--- src/rtl/user_tx_arbiter.sv ---
// user_tx_arbiter: packet-level round-robin share of one 64-bit AXI-stream TX port
// between two sources, with a programmable idle gap after every packet.
`timescale 1ns/1ps
module user_tx_arbiter #(
    parameter int P_GAP   = 4,
    parameter int P_CNT_W = 16
) (
    input  logic               i_clk,
    input  logic               i_rst,
    input  logic [63:0]        s0_axi_tx_tdata,
    input  logic [7:0]         s0_axi_tx_tkeep,
    input  logic               s0_axi_tx_tlast,
    input  logic               s0_axi_tx_tvalid,
    output logic               s0_axi_tx_tready,
    input  logic [63:0]        s1_axi_tx_tdata,
    input  logic [7:0]         s1_axi_tx_tkeep,
    input  logic               s1_axi_tx_tlast,
    input  logic               s1_axi_tx_tvalid,
    output logic               s1_axi_tx_tready,
    output logic [63:0]        m_axi_tx_tdata,
    output logic [7:0]         m_axi_tx_tkeep,
    output logic               m_axi_tx_tlast,
    output logic               m_axi_tx_tvalid,
    input  logic               m_axi_tx_tready,
    output logic [1:0]         o_grant,
    output logic [P_CNT_W-1:0] o_pkt_cnt0,
    output logic [P_CNT_W-1:0] o_pkt_cnt1
);

    localparam int GAP_LD = (P_GAP > 0) ? P_GAP - 1 : 0;
    localparam int GAP_W  = (GAP_LD > 0) ? $clog2(GAP_LD + 1) : 1;
    localparam logic [GAP_W-1:0]   GAP_INIT = GAP_LD[GAP_W-1:0];
    localparam logic [GAP_W-1:0]   GAP_ONE  = 1;
    localparam logic [P_CNT_W-1:0] CNT_ONE  = 1;

    typedef enum logic [1:0] {
        IDLE,
        BUSY,
        GAP
    } state_t;

    state_t             r_state;
    state_t             w_state_nxt;
    logic               r_sel;
    logic               w_sel_nxt;
    logic               r_last;
    logic [GAP_W-1:0]   r_gap;
    logic [P_CNT_W-1:0] r_cnt0;
    logic [P_CNT_W-1:0] r_cnt1;
    logic               w_busy;
    logic               w_eop;

    assign w_busy = (r_state == BUSY);
    assign w_eop  = w_busy & m_axi_tx_tvalid & m_axi_tx_tready & m_axi_tx_tlast;

    // r_sel only changes on an IDLE grant, so a packet can never be interleaved
    always_comb begin
        w_state_nxt = r_state;
        w_sel_nxt   = r_sel;
        unique case (r_state)
            IDLE: begin
                if (s0_axi_tx_tvalid || s1_axi_tx_tvalid) begin
                    w_state_nxt = BUSY;
                    w_sel_nxt   = (s0_axi_tx_tvalid && s1_axi_tx_tvalid)
                                  ? ~r_last : s1_axi_tx_tvalid;
                end
            end
            BUSY: begin
                if (w_eop) begin
                    w_state_nxt = (P_GAP > 0) ? GAP : IDLE;
                end
            end
            GAP: begin
                if (r_gap == '0) begin
                    w_state_nxt = IDLE;
                end
            end
            default: w_state_nxt = IDLE;
        endcase
    end

    always_comb begin
        m_axi_tx_tdata   = '0;
        m_axi_tx_tkeep   = '0;
        m_axi_tx_tlast   = 1'b0;
        m_axi_tx_tvalid  = 1'b0;
        s0_axi_tx_tready = 1'b0;
        s1_axi_tx_tready = 1'b0;
        o_grant          = 2'b00;
        if (w_busy) begin
            if (r_sel) begin
                m_axi_tx_tdata   = s1_axi_tx_tdata;
                m_axi_tx_tkeep   = s1_axi_tx_tkeep;
                m_axi_tx_tlast   = s1_axi_tx_tlast;
                m_axi_tx_tvalid  = s1_axi_tx_tvalid;
                s1_axi_tx_tready = m_axi_tx_tready;
                o_grant          = 2'b10;
            end else begin
                m_axi_tx_tdata   = s0_axi_tx_tdata;
                m_axi_tx_tkeep   = s0_axi_tx_tkeep;
                m_axi_tx_tlast   = s0_axi_tx_tlast;
                m_axi_tx_tvalid  = s0_axi_tx_tvalid;
                s0_axi_tx_tready = m_axi_tx_tready;
                o_grant          = 2'b01;
            end
        end
    end

    always_ff @(posedge i_clk or posedge i_rst) begin
        if (i_rst) begin
            r_state <= IDLE;
            r_sel   <= 1'b0;
            r_last  <= 1'b1;
            r_gap   <= '0;
            r_cnt0  <= '0;
            r_cnt1  <= '0;
        end else begin
            r_state <= w_state_nxt;
            r_sel   <= w_sel_nxt;
            if (w_eop) begin
                r_last <= r_sel;
                r_gap  <= GAP_INIT;
                if (r_sel) begin
                    r_cnt1 <= r_cnt1 + CNT_ONE;
                end else begin
                    r_cnt0 <= r_cnt0 + CNT_ONE;
                end
            end else if (r_state == GAP && r_gap != '0) begin
                r_gap <= r_gap - GAP_ONE;
            end
        end
    end

    assign o_pkt_cnt0 = r_cnt0;
    assign o_pkt_cnt1 = r_cnt1;

endmodule

--- config.mk ---
export PLATFORM = sky130hd
export DESIGN_NAME = user_tx_arbiter
export DESIGN_NICKNAME = d
export VERILOG_FILES = /design/src/rtl/user_tx_arbiter.sv
export SDC_FILE = /design/constraint.sdc
export NUM_CORES = 1
export LEC_CHECK = 0
export ABC_AREA = 1
export CORE_MARGIN = 2
export CORE_UTILIZATION = 32
export DETAILED_ROUTE_END_ITERATION = 10
export PLACE_DENSITY_LB_ADDON = 0.3
export SYNTH_ARGS = -nofsm -noshare
export SYNTH_HDL_FRONTEND = slang
export SYNTH_SLANG_ARGS = --single-unit
--- constraint.sdc ---
create_clock -name i_clk -period 1.6 [get_ports i_clk]
set_input_delay 0.16 -clock i_clk [delete_from_list [all_inputs] [get_ports i_clk]]
set_output_delay 0.16 -clock i_clk [all_outputs]
set_load 0.02 [all_outputs]
# Word-level counts from Yosys, hierarchy flattened
# Cells that the tools add are included.
classes:
  n_addsub: 3
  mul: 0
  n_div: 0
  magnitude_cmp: 0
  n_eq_ne: 5
  shift: 0
  n_mux: 21
  bitwise: 5
  n_reduce_logical: 11
ops:
  columns: ["operator", "count"]
  rows:
  - ["64-bit 2-to-1 mux", 2]
  - ["16-bit by 1-bit adder with 16-bit output, second input constant", 2]
  - ["8-bit 2-to-1 mux", 2]
  - ["2-bit 2-to-1 mux", 7]
  - ["1-bit 2-to-1 mux", 9]
  - ["2-bit case mux with 3 select lines", 1]
  - ["2-bit AND reduction", 3]
  - ["2-bit zero test", 2]
  - ["2-bit != test, second input constant", 2]
  - ["2-bit nonzero test", 2]
  - ["1-bit bitwise AND", 3]
  - ["3-bit AND reduction", 1]
  - ["2-bit by 1-bit equality test with 1-bit output, second input constant", 1]
  - ["2-bit equality test, second input constant", 1]
  - ["1-bit logical AND", 2]
  - ["2-bit by 1-bit != test with 1-bit output, second input constant", 1]
  - ["1-bit NOT", 2]
  - ["2-bit by 1-bit subtractor with 2-bit output, second input constant", 1]
  - ["1-bit logical OR", 1]
totals:
  ff_bits: 38
  latchBits: 0
  mem_bits_rw: 0
  romBits: 0
  input_bits: 151
  output_inout_bits: 110
  mem_count: 0

# Longest topological paths before layout
depth:
  word_depth: 7
  mapped_depth: 10

# Worst setup path after synthesis
# OpenSTA, ideal clock, no wires.
synth_timing:
  kind: "flip-flop to flip-flop"
  from: "register r_cnt0[0] (netlist: o_pkt_cnt0[0])"
  to: "register r_cnt0[10] (netlist: o_pkt_cnt0[10])"
  t_arrival_ps: 1426
  required_ps: 1483
  path_slack_ps: 57
  stages_incl_launch_ff: 9
  path_buffers: 0
  synth_period_minus_slack_ps: 1543
  path_cell_list: "dfrtp_1 ha_1 nand2_1 nor2_1 nand2_1 o21ai_0 nand2_1 nand2_1 nand2_1"
synth_via:
  elab_chain_cells: 1
synth_lines:
  columns: ["item", "line_no", "rtl"]
  rows:
  - ["start: declaration", "48", "logic [P_CNT_W-1:0] r_cnt0;"]
  - ["start signal: assignment", "126", "r_cnt0 <= r_cnt0 + CNT_ONE;"]
  - ["16-bit by 1-bit adder with 16-bit output", "126", null]
# Every way passes these cells.
# A chain may end at the register's enable or synchronous reset.

# Final worst setup path
layout_timing:
  from: "register r_state[0]"
  to: "output port m_axi_tx_tdata[62]"
layout_via:
  elab_chain_cells: 2
layout_lines:
  columns: ["item", "line_no", "rtl"]
  rows:
  - ["start: declaration", "42", "state_t r_state;"]
  - ["start signal: assignment", "118", "r_state <= w_state_nxt;"]
  - ["2-bit by 1-bit equality test with 1-bit output", "53", "assign w_busy = (r_state == BUSY);"]
  - ["64-bit 2-to-1 mux", "90", "if (w_busy) begin"]
  - ["end: declaration", "20", "output logic [63:0] m_axi_tx_tdata,"]
# Every way passes these cells.

==> summary.md <==
| Metric | Value |
|---|---|
| Status | finished, violations left |
| Violated checks | negative setup slack |
| Fin crit period | 1.88 ns |
| Syn Inst Count | 423 |
| Port buffer count | 260 |
| WL/cell | 21.9 microns |
| Tot GR Track Use | 0.347 |
| Yosys Warn Count | 0 |
| Drt pass-1 iters | 5 |
| Max Freq | 532 MHz |
| Cell area after synthesis | 0.00298 sq mm |
| CTS tree | yes |
| Worst path required time | 1.44 ns |
| Crit. End Element | output pin |
| Flops & latches, synth | 38 |
| DRC | 0 |
| Total core area | 0.00915 sq mm |
| Worst hold margin | 0.229 ns |
| Post-Syn Area per Cell | 7.04 sq um |
| Die height | 100 microns |
| Crit path kind | flop to output pin |
| Power Total | 11300 uW |
| Initial antenna violation count | 15 |
| Placed insts | 797 |
| Syn_nets | 577 |
| Met3 WL post-DR | 2150 microns |
| Worst Hold Class | primary input to asynchronous set/reset pin |
| Crit-path max FO | 9 |
| 1st-iter DRT viols | 316 |
| DR WL met2 | 8570 microns |
| RR Startpoint | r_state[1]$_DFFE_PP0P_ |
| Layout net count | 882 |
| Max rail drop VDD | 0.770 mV |
| Cell Area, Placed | 0.00586 sq mm |
| Met1 WL | 7230 microns |
| Worst skew pair latency | 0.29 ns |
| CP arrival | 1.72 ns |
| Clk root buf | clkbuf_8 |
| HPWL Detailed | 13900 microns |
| CTS H-tree depth | 2 |
| Fin. max-slew vios | 0 |
| Crit path launch | r_state[0]$_DFFE_PP0P_ |
| Clk sink count | 38 |
| Final Non-Filler Cells | 849 |
| Layout area overhead | 124% |
| CTS buffer count | 5 |
| Starting Density | 0.325 |
| Vias in the first global route | 4331 |
| Rel. slew slack | 0.765 |
| RSZ-0062 raised after global routing | yes |
| Reg clk slew, reported paths | 0.08 ns |
| Post-route cell area | 0.00666 sq mm |
| PwrDens | 1690 mW/mm^2 |
| Critical Path Source Type | flop |
| Crit share post-route | 1.18 |
| Largest net degree at the start of global routing | 39 |
| Max Cap Viol | 0 |
| FP Rows | 35 |
| Top layer in use | met5 |
| Leakage | 0.00331 uW |
| Cts hold-fix bufs | 0 |
| RD Place Congestion | 0.898 |
| Worst Clk Skew | 0.00909 ns |
| GRT overflow | 0 |
| Clock Tree Buf Depth | 2 |
| Final WL | 18600 microns |
| Final setup margin | -0.281 ns |
| Post-synthesis sequential area ratio | 0.320 |
| Final Hold Viols | 0 |
| Commonest cells after routing, fill and taps aside | 167 x clkdlybuf4s50_1, 162 x nand2_1, 87 x buf_6 |
| Setup WS pre-CTS | -0.361 ns |
| Distinct cells, synth | 25 |
| First-pass GRT wire length | 25500 microns |
| Commonest non-fill, non-tap cell in the layout | clkdlybuf4s50_1 |
| Final ANT Viol Nets | 0 |
| Die W | 100 microns |
| Via density per instance | 5.34 |
| Ratio of cells with drive above 1 in the final layout | 0.229 |
| Vias | 4537 |
| Top-level port count | 261 |
| Final Setup Violations | 105 |
| Die area | 0.0101 sq mm |
| Slew of the pin with the lowest slew margin | 0.352 ns |
==> per-layer routing <==
layer | track usage | vias to the layer above
met4 | 0.142 | 12
met2 | 0.529 | 299
li1 | - | 2048
met5 | 0 | -
met3 | 0.152 | 51
met1 | 0.431 | 2127
==> cells by family after synthesis <==
group	after synthesis	share of synthesized area
and+or+nand+nor	231	0.316
adders and majority gates	3	0.0126
DFF	38	0.320
AOI/OAI and AO/OA	84	0.232
buffers and inverters	53	0.0786
xor gates and xnor gates	14	0.0412
==> state kept, by name, indices dropped and copies added, names as in the netlist <==
name,flops
o_pkt_cnt0,16
o_pkt_cnt1,16
r_gap,2
r_state,2
r_last,1
r_sel,1
==> synth_stat cells, drive strengths merged <==
master	n	area share
dfstp	1	0.0088
clkbuf	6	0.0076
a22o	72	0.21
nand2	166	0.21
nand4	11	0.023
nor3	1	0.0017
o22ai	1	0.0021
o21ai	10	0.017
nor2	34	0.048
a21oi	1	0.0017
ha	3	0.013
nand3	18	0.030
nand3b	1	0.0025
buf	14	0.029
xnor2	11	0.032
dfrtp	37	0.31
xor2	3	0.0088
inv	33	0.042
==> area by class of cell <==
type | count | area [sq um]
clock inverter | 2 | 12.5
antenna | 9 | 22.5
sequential | 38 | 952
inverter | 33 | 141
clock buffer | 6 | 82.6
fill | 726 | 2490
multi-input combinational | 332 | 1880
tap | 111 | 139
timing repair buffer | 318 | 3430
==> report_power, final <==
group | total, uW | switching (uW) | leakage [uW] | internal [uW]
combinational | 9380 | 4390 | 0.00275 | 4990
clock | 706 | 359 | 0.0000473 | 347
sequential | 1200 | 103 | 0.000509 | 1090
==> critical path, cell delays in order (launching register included) <==
cell and delay (ns):
dfrtp_1 0.37, inv_2 0.08, nor2_4 0.04, buf_4 0.14, nand2_4 0.08, inv_8 0.05
buf_12 0.13, buf_6 0.12, a22o_4 0.28, buf_6 0.14
==> metrics by stage <==
step / TNS (ns) / utilization
floorplan: 0 / -
global placement: -19.07 / 0.640
detailed placement: -21.41 / 0.640
CTS: -15.02 / 0.708
global route: -26.18 / 0.727
finish: -17.76 / 0.728
==> final timing paths <==
check,endpoint,slack [ns],cells after the start
worst max-delay path,m_axi_tx_tdata[62],-0.28,9
worst min-delay path,o_pkt_cnt1[1]$_DFFE_PP0P_,0.23,3
worst max register to register,o_pkt_cnt0[2]$_DFFE_PP0P_,-0.12,10
worst min register to register,r_last$_DFFE_PP1P_,0.47,2
max in group asynchronous,r_last$_DFFE_PP1P_,1.10,3
min in group i_clk,r_last$_DFFE_PP1P_,0.47,2
==> timing repair <==
action | CTS | global route
setup endpoints to repair | 78 | 125
pin swaps | 11 | 14
buffers inserted | 20 | 12
gates resized for setup | 455 | 56
gates cloned | 8 | 1
Note: power is estimated with default switching activity, not from simulation.
